### src/rtl/hdmi_rx_pkg.sv
// Shared constants and types for the TMDS receive channel: control tokens,
// the TERC4 code table and the alignment FSM states.
package hdmi_rx_pkg;

   localparam logic [9:0] CTRL_TOK_00 = 10'b1101010100;
   localparam logic [9:0] CTRL_TOK_01 = 10'b0010101011;
   localparam logic [9:0] CTRL_TOK_10 = 10'b0101010100;
   localparam logic [9:0] CTRL_TOK_11 = 10'b1010101011;

   // TERC4 codes, indexed by the nibble they carry.
   localparam logic [9:0] TERC4_TABLE [16] = '{
      10'b1010011100, 10'b1001100011, 10'b1011100100, 10'b1011100010,
      10'b0101110001, 10'b0100011110, 10'b0110001110, 10'b0100111100,
      10'b1011001100, 10'b0100111001, 10'b0110011100, 10'b1011000110,
      10'b1010001110, 10'b1001110001, 10'b0101100011, 10'b1011000011
   };

   typedef enum logic {SEARCH, LOCKED} state_t;

   // Bit slip offsets cycle through 0..9.
   function automatic logic [3:0] next_offset(input logic [3:0] off);
      return (off == 4'd9) ? 4'd0 : off + 4'd1;
   endfunction

endpackage

### src/rtl/tmds_symbol_decoder.sv
// Combinational decode of one aligned 10-bit TMDS symbol into video data,
// control code and TERC4 nibble, with match flags for the latter two.
module tmds_symbol_decoder
   import hdmi_rx_pkg::*;
(
   input  logic [9:0] sym,
   output logic [7:0] data,
   output logic       ctrl_match,
   output logic [1:0] ctrl,
   output logic       terc4_match,
   output logic [3:0] terc4
);

   logic [7:0] d;

   // Undo the optional inversion, then the XOR/XNOR transition chain.
   always_comb begin
      d       = sym[9] ? ~sym[7:0] : sym[7:0];
      data    = '0;
      data[0] = d[0];
      for (int i = 1; i < 8; i++)
         data[i] = sym[8] ? (d[i] ^ d[i-1]) : ~(d[i] ^ d[i-1]);
   end

   // Control token lookup.
   always_comb begin
      ctrl_match = 1'b1;
      ctrl       = 2'b00;
      case (sym)
         CTRL_TOK_00: ctrl = 2'b00;
         CTRL_TOK_01: ctrl = 2'b01;
         CTRL_TOK_10: ctrl = 2'b10;
         CTRL_TOK_11: ctrl = 2'b11;
         default:     ctrl_match = 1'b0;
      endcase
   end

   // TERC4 table search; codes are unique so at most one entry matches.
   always_comb begin
      terc4_match = 1'b0;
      terc4       = 4'd0;
      for (int i = 0; i < 16; i++) begin
         if (sym == TERC4_TABLE[i]) begin
            terc4_match = 1'b1;
            terc4       = 4'(i);
         end
      end
   end

endmodule

### src/rtl/tmds_channel_decoder.sv
// One TMDS receive channel: 20-bit sliding window over the deserializer
// output, bit-slip search for symbol alignment using control-token runs,
// lock supervision, and registered decode outputs.
module tmds_channel_decoder
   import hdmi_rx_pkg::*;
#(
   parameter int LOCK_RUN   = 8,
   parameter int DWELL      = 1024,
   parameter int LOSS_LIMIT = 4
) (
   input  logic       clk_pixel,
   input  logic       reset_n,
   input  logic [9:0] tmds_word,
   output logic       locked,
   output logic [3:0] bit_offset,
   output logic       data_valid,
   output logic [7:0] data,
   output logic       ctrl_valid,
   output logic [1:0] ctrl,
   output logic       terc4_valid,
   output logic [3:0] terc4
);

   localparam int RUN_W  = $clog2(LOCK_RUN + 1);
   localparam int DW_W   = (DWELL > 1) ? $clog2(DWELL) : 1;
   localparam int MISS_W = $clog2(LOSS_LIMIT + 1);
   localparam logic [RUN_W-1:0]  RUN_MAX  = RUN_W'(LOCK_RUN);
   localparam logic [DW_W-1:0]   DW_LAST  = DW_W'(DWELL - 1);
   localparam logic [MISS_W-1:0] MISS_MAX = MISS_W'(LOSS_LIMIT);

   logic [9:0]        w_new, w_old;
   logic [19:0]       window;
   logic [4:0]        sel;
   logic [9:0]        sym;
   logic [7:0]        dec_data;
   logic              dec_ctrl_match, dec_terc4_match;
   logic [1:0]        dec_ctrl;
   logic [3:0]        dec_terc4;

   state_t            state, state_n;
   logic [3:0]        off_n;
   logic [RUN_W-1:0]  run_cnt, run_n;
   logic [DW_W-1:0]   dwell_cnt, dwell_n;
   logic [MISS_W-1:0] miss_cnt, miss_n;
   logic              hit, hit_n;
   logic              run_full, wrap;

   // Two-word history so any 10-bit alignment is visible in one window.
   always_ff @(posedge clk_pixel or negedge reset_n) begin
      if (!reset_n) begin
         w_new <= '0;
         w_old <= '0;
      end else begin
         w_new <= tmds_word;
         w_old <= w_new;
      end
   end

   assign window = {w_new, w_old};
   assign sel    = {1'b0, bit_offset};
   assign sym    = window[sel +: 10];

   tmds_symbol_decoder u_dec (
      .sym         (sym),
      .data        (dec_data),
      .ctrl_match  (dec_ctrl_match),
      .ctrl        (dec_ctrl),
      .terc4_match (dec_terc4_match),
      .terc4       (dec_terc4)
   );

   assign run_full = (run_cnt == RUN_MAX);
   assign wrap     = (dwell_cnt == DW_LAST);
   assign locked   = (state == LOCKED);

   // State, slip offset and alignment counters.
   always_ff @(posedge clk_pixel or negedge reset_n) begin
      if (!reset_n) begin
         state      <= SEARCH;
         bit_offset <= '0;
         run_cnt    <= '0;
         dwell_cnt  <= '0;
         miss_cnt   <= '0;
         hit        <= 1'b0;
      end else begin
         state      <= state_n;
         bit_offset <= off_n;
         run_cnt    <= run_n;
         dwell_cnt  <= dwell_n;
         miss_cnt   <= miss_n;
         hit        <= hit_n;
      end
   end

   // Next-state logic. A completed run takes priority over a dwell wrap in
   // SEARCH; in LOCKED a run completed on the wrap cycle still counts as a hit.
   always_comb begin
      state_n = state;
      off_n   = bit_offset;
      miss_n  = miss_cnt;
      run_n   = dec_ctrl_match ? (run_full ? run_cnt : run_cnt + 1'b1) : '0;
      dwell_n = wrap ? '0 : dwell_cnt + 1'b1;
      hit_n   = wrap ? 1'b0 : (hit | run_full);
      case (state)
         SEARCH: begin
            if (run_full) begin
               state_n = LOCKED;
               dwell_n = '0;
               miss_n  = '0;
               hit_n   = 1'b0;
            end else if (wrap) begin
               off_n = next_offset(bit_offset);
               run_n = '0;
            end
         end
         LOCKED: begin
            if (wrap) begin
               if (hit | run_full) begin
                  miss_n = '0;
               end else if (miss_cnt + 1'b1 == MISS_MAX) begin
                  state_n = SEARCH;
                  off_n   = next_offset(bit_offset);
                  run_n   = '0;
                  dwell_n = '0;
                  miss_n  = '0;
                  hit_n   = 1'b0;
               end else begin
                  miss_n = miss_cnt + 1'b1;
               end
            end
         end
         default: state_n = SEARCH;
      endcase
   end

   // Registered decode results; valids are qualified by the current lock.
   always_ff @(posedge clk_pixel or negedge reset_n) begin
      if (!reset_n) begin
         data        <= '0;
         ctrl        <= '0;
         terc4       <= '0;
         data_valid  <= 1'b0;
         ctrl_valid  <= 1'b0;
         terc4_valid <= 1'b0;
      end else begin
         data        <= dec_data;
         ctrl        <= dec_ctrl;
         terc4       <= dec_terc4;
         data_valid  <= locked & ~dec_ctrl_match;
         ctrl_valid  <= locked & dec_ctrl_match;
         terc4_valid <= locked & dec_terc4_match;
      end
   end

endmodule
### config.mk
export PLATFORM = sky130hd
export DESIGN_NAME = tmds_channel_decoder
export DESIGN_NICKNAME = d
export VERILOG_FILES = /design/src/rtl/hdmi_rx_pkg.sv /design/src/rtl/tmds_symbol_decoder.sv /design/src/rtl/tmds_channel_decoder.sv
export SDC_FILE = /design/constraint.sdc
export NUM_CORES = 1
export LEC_CHECK = 0
export BUFFER_PORTS_ARGS = -buffer_cell sky130_fd_sc_hd__buf_2
export CELL_PAD_IN_SITES_DETAIL_PLACEMENT = 0
export CELL_PAD_IN_SITES_GLOBAL_PLACEMENT = 1
export CORE_MARGIN = 2
export CORE_UTILIZATION = 44
export CTS_BUF_LIST = sky130_fd_sc_hd__clkbuf_2 sky130_fd_sc_hd__clkbuf_4 sky130_fd_sc_hd__clkbuf_8
export DETAILED_ROUTE_END_ITERATION = 16
export MAX_ROUTING_LAYER = met4
export PLACE_DENSITY = 0.87
export REMOVE_ABC_BUFFERS = 1
export SYNTH_ARGS = -nofsm -noshare
export SYNTH_HDL_FRONTEND = slang
export SYNTH_SLANG_ARGS = --single-unit
### constraint.sdc
create_clock -name clk_pixel -period 3.1 [get_ports clk_pixel]
set_input_delay 0.93 -clock clk_pixel [delete_from_list [all_inputs] [get_ports clk_pixel]]
set_output_delay 0.93 -clock clk_pixel [all_outputs]
set_load 0.1 [all_outputs]
==> out/metrics.yaml <==
dieArea_um2: 8526
synthFlopType: "dfrtp_1"
numClockSinks: 60
outcome: "completed"
vdd_ir_drop_max_mv: 0.4038
netlist.area_leader.share_pct: 43.73
relSlewSlack_pct: 51.09
drc_errors: 0
holdWs_ns: 0.4106
p_leak_nw: 1.880
ys_async_sr_fraction_pct: 100.0
clock_skew_ns: 0.008219
tritoncts.num_buffers: 9
io_buffers: 33
synth_cells: 313
grt_pass1_vias: 2574
dr.pass1.iters: 4
synth-seq-cells: 60
synthSimpleGateAreaFrac_pct: 14.54
synth-edff-count: 0
synth-compound-area-share_pct: 10.24
synth_top_family_by_area: "simple AND/OR/NAND/NOR gates"
synthAdderAreaFrac_pct: 7.653
muxShareOfSynthArea_pct: 13.59
cp-start-kind: "flip-flop"
path_clk_slew_ns: 0.07
die_y_um: 92.34
area_delta_synth_final_pct: 21.57
cp_cell_sequence: "buf_6 -> mux4_2 -> mux2i_4 -> nor2_1 -> a31oi_1 -> buf_4 -> ha_2 -> nand4_1 -> nand3_1 -> a2111oi_2 -> or3_1 -> a21oi_1"
antenna_found_initial: 0
rows: 32
core-area_um2: 7647
diodes: 0
vias: 2618
grt_util_all_layers_pct: 18.91
worstPathArrival_ns: 3.27
routedWlPerCell_um: 15.28
ant_nets: 0
cts-hold-fix-buffers: 0
pwr_density_cell_nw_per_um2: 493.2
grt_max_degree: 26
layout-drive-gt1-share_pct: 29.14
end_kind: "flip-flop"
grt-ovfl-total: 0
cts_max_level: 3
hold_path_class: "flip-flop to flip-flop"
synth_xor_area_share_pct: 6.633
critPathRequiredTime_ns: 3.36
final_hold_viol_count: 0
synthTopCellsByArea: "dfrtp_1 44%, mux4_2 10%, ha_1 7.7%"
cpPeakStageDelay_ns: 0.56
synth-seq-area-share_pct: 43.73
maxCapViolations: 0
setup_violations: 0
viasPerCell: 5.500
wl_um: 7271
initial_utilization_pct: 44.90
fmax_ghz: 0.3314
cp_slowest_cell: "mux4_2"
maxSlewViolCount: 0
grt_pass1_wl_um: 12300
min_period_over_period_pct: 97.33
routabilityCongestion: 0.9424
clk_latency_ns: 0.34
nNetsFinal: 402
yosysTopAreaCell: "dfrtp_1"
min_period_ns: 3.017
chipWidth_um: 92.34
clockRootBuffer: "clkbuf_8"
worst-slew-pin-transition_ns: 0.7287
syn-cell-area_um2: 3433
dp_hpwl_um: 5413
io_pins: 34
cp_max_fo: 7
setup-tns-final_ns: 0
synth_area_per_cell_um2: 10.97
cts_tree: "yes"
crit_type: "flip-flop to flip-flop"
yosys_warnings: 0
clock_path_buffers: 2
ys_types: 51
initialDrtViolationCount: 101
-- synth_stat cells (all sizes together) (6+ instances only) --
master,n
dfrtp,60
nand2,25
nor2,22
ha,21
xnor2,21
mux4,16
inv,15
a21oi,13
nand4,11
nand3,10
buf,8
and3,6
nor3,6
o21ai,6
-- report_power, final --
part	internal, W	total (W)	leakage (nW)	switching [W]
logic	0.0000741	0.000273	0.992	0.000199
registers	0.000811	0.000829	0.754	0.0000179
clock network	0.000621	0.000956	0.134	0.000336
total	0.00151	0.00206	1.88	0.000553
-- kinds of logic after synthesis --
| group | after synthesis |
|---|---|
| mux | 26 |
| buf+inv | 30 |
| simple gates | 98 |
| compound gates | 52 |
| flops | 60 |
| fa+ha+maj | 21 |
| xor+xnor | 26 |
-- through the flow --
step / worst slack, ns / instance area, µm² / instances / power, W / util [%]
after floorplan: -1.249 / 3373 / 300 / 0.001038 / -
after global placement: 0.08811 / 3846 / 459 / 0.001110 / 50.29
after detailed placement: 0.02632 / 3846 / 459 / 0.001114 / 50.29
after CTS: 0.04786 / 4118 / 475 / 0.002079 / 53.84
after global routing: -0.002222 / 4174 / 476 / 0.002134 / 54.58
final: 0.08285 / 4174 / 476 / 0.002059 / 54.58
-- path summary, 6_finish.rpt --
check,start,endpoint,slack (ns),depth (start not counted)
worst max register to register,bit_offset[1]$_DFFE_PN0P_,terc4_valid$_DFF_PN0_,0.08,12
worst min-delay path,w_new[7]$_DFF_PN0_,w_old[7]$_DFF_PN0_,0.41,0
max in group asynchronous,reset_n,bit_offset[0]$_DFFE_PN0P_,1.89,2
worst max-delay path,bit_offset[1]$_DFFE_PN0P_,terc4_valid$_DFF_PN0_,0.08,12
worst min register to register,w_new[7]$_DFF_PN0_,w_old[7]$_DFF_PN0_,0.41,0
min in group asynchronous,reset_n,run_cnt[3]$_DFF_PN0_,0.52,1
-- worst max-delay path: cells and delay by family, from the launching register on --
family	cells	cell delay, ns
simple gates	4	0.75
buf+inv	2	0.33
compound gates	3	0.45
flops	1	0.42
mux	2	0.74
fa+ha+maj	1	0.22
-- placed cells by master (no fill, tap or decap), drive strengths merged, types with 2 or more instances in the layout --
cell	netlist	layout
nor2b	3	3
nand2	25	25
and3	6	6
a21o	2	2
buf	8	58
inv	15	16
mux2	5	5
o21ai	6	6
a2111oi	2	2
clkinv	2	4
a22o	2	2
and4	2	2
bufinv	0	4
nor3	6	6
a31oi	4	4
a22oi	4	4
nand3	10	10
nor2	22	22
o31ai	4	4
or4	2	2
xnor2	21	21
xor2	5	5
dfrtp	60	60
o22ai	2	2
mux2i	5	5
or3	3	3
clkbuf	5	9
mux4	16	16
nand4	11	11
nand2b	2	2
a21oi	13	13
o211ai	4	4
ha	21	21
-- routing by layer --
metal	track usage [%]	up-vias	routed length [µm]
li1	-	1248	-
met1	24.61	1282	3284
met2	28.71	73	3501
met3	4.312	15	329
met4	7.960	0	155
met5	-	-	0
-- cell type report --
cell class / count / area (µm²)
Clock buffer: 9 / 123.9
Fill cell: 653 / 3473
Clock inverter: 7 / 146.4
Multi-Input combinational cell: 223 / 1847
Timing Repair Buffer: 58 / 360.3
Sequential cell: 60 / 1505
Inverter: 17 / 63.81
Tap cell: 102 / 127.6
-- state kept, by name, indices dropped and copies added, names as in the netlist --
name	count
bit_offset	4
ctrl	2
ctrl_valid	1
data	8
data_valid	1
dwell_cnt	10
hit	1
locked	1
miss_cnt	3
run_cnt	4
terc4	4
terc4_valid	1
w_new	10
w_old	10
-- what timing repair did --
item | in CTS | in global routing
endpoints found under the setup margin | 1 | 4
gates resized for setup | 1 | 15
pin swaps | 0 | 1
setup buffers | 0 | 1
Note: power is estimated with default switching activity, not from simulation.
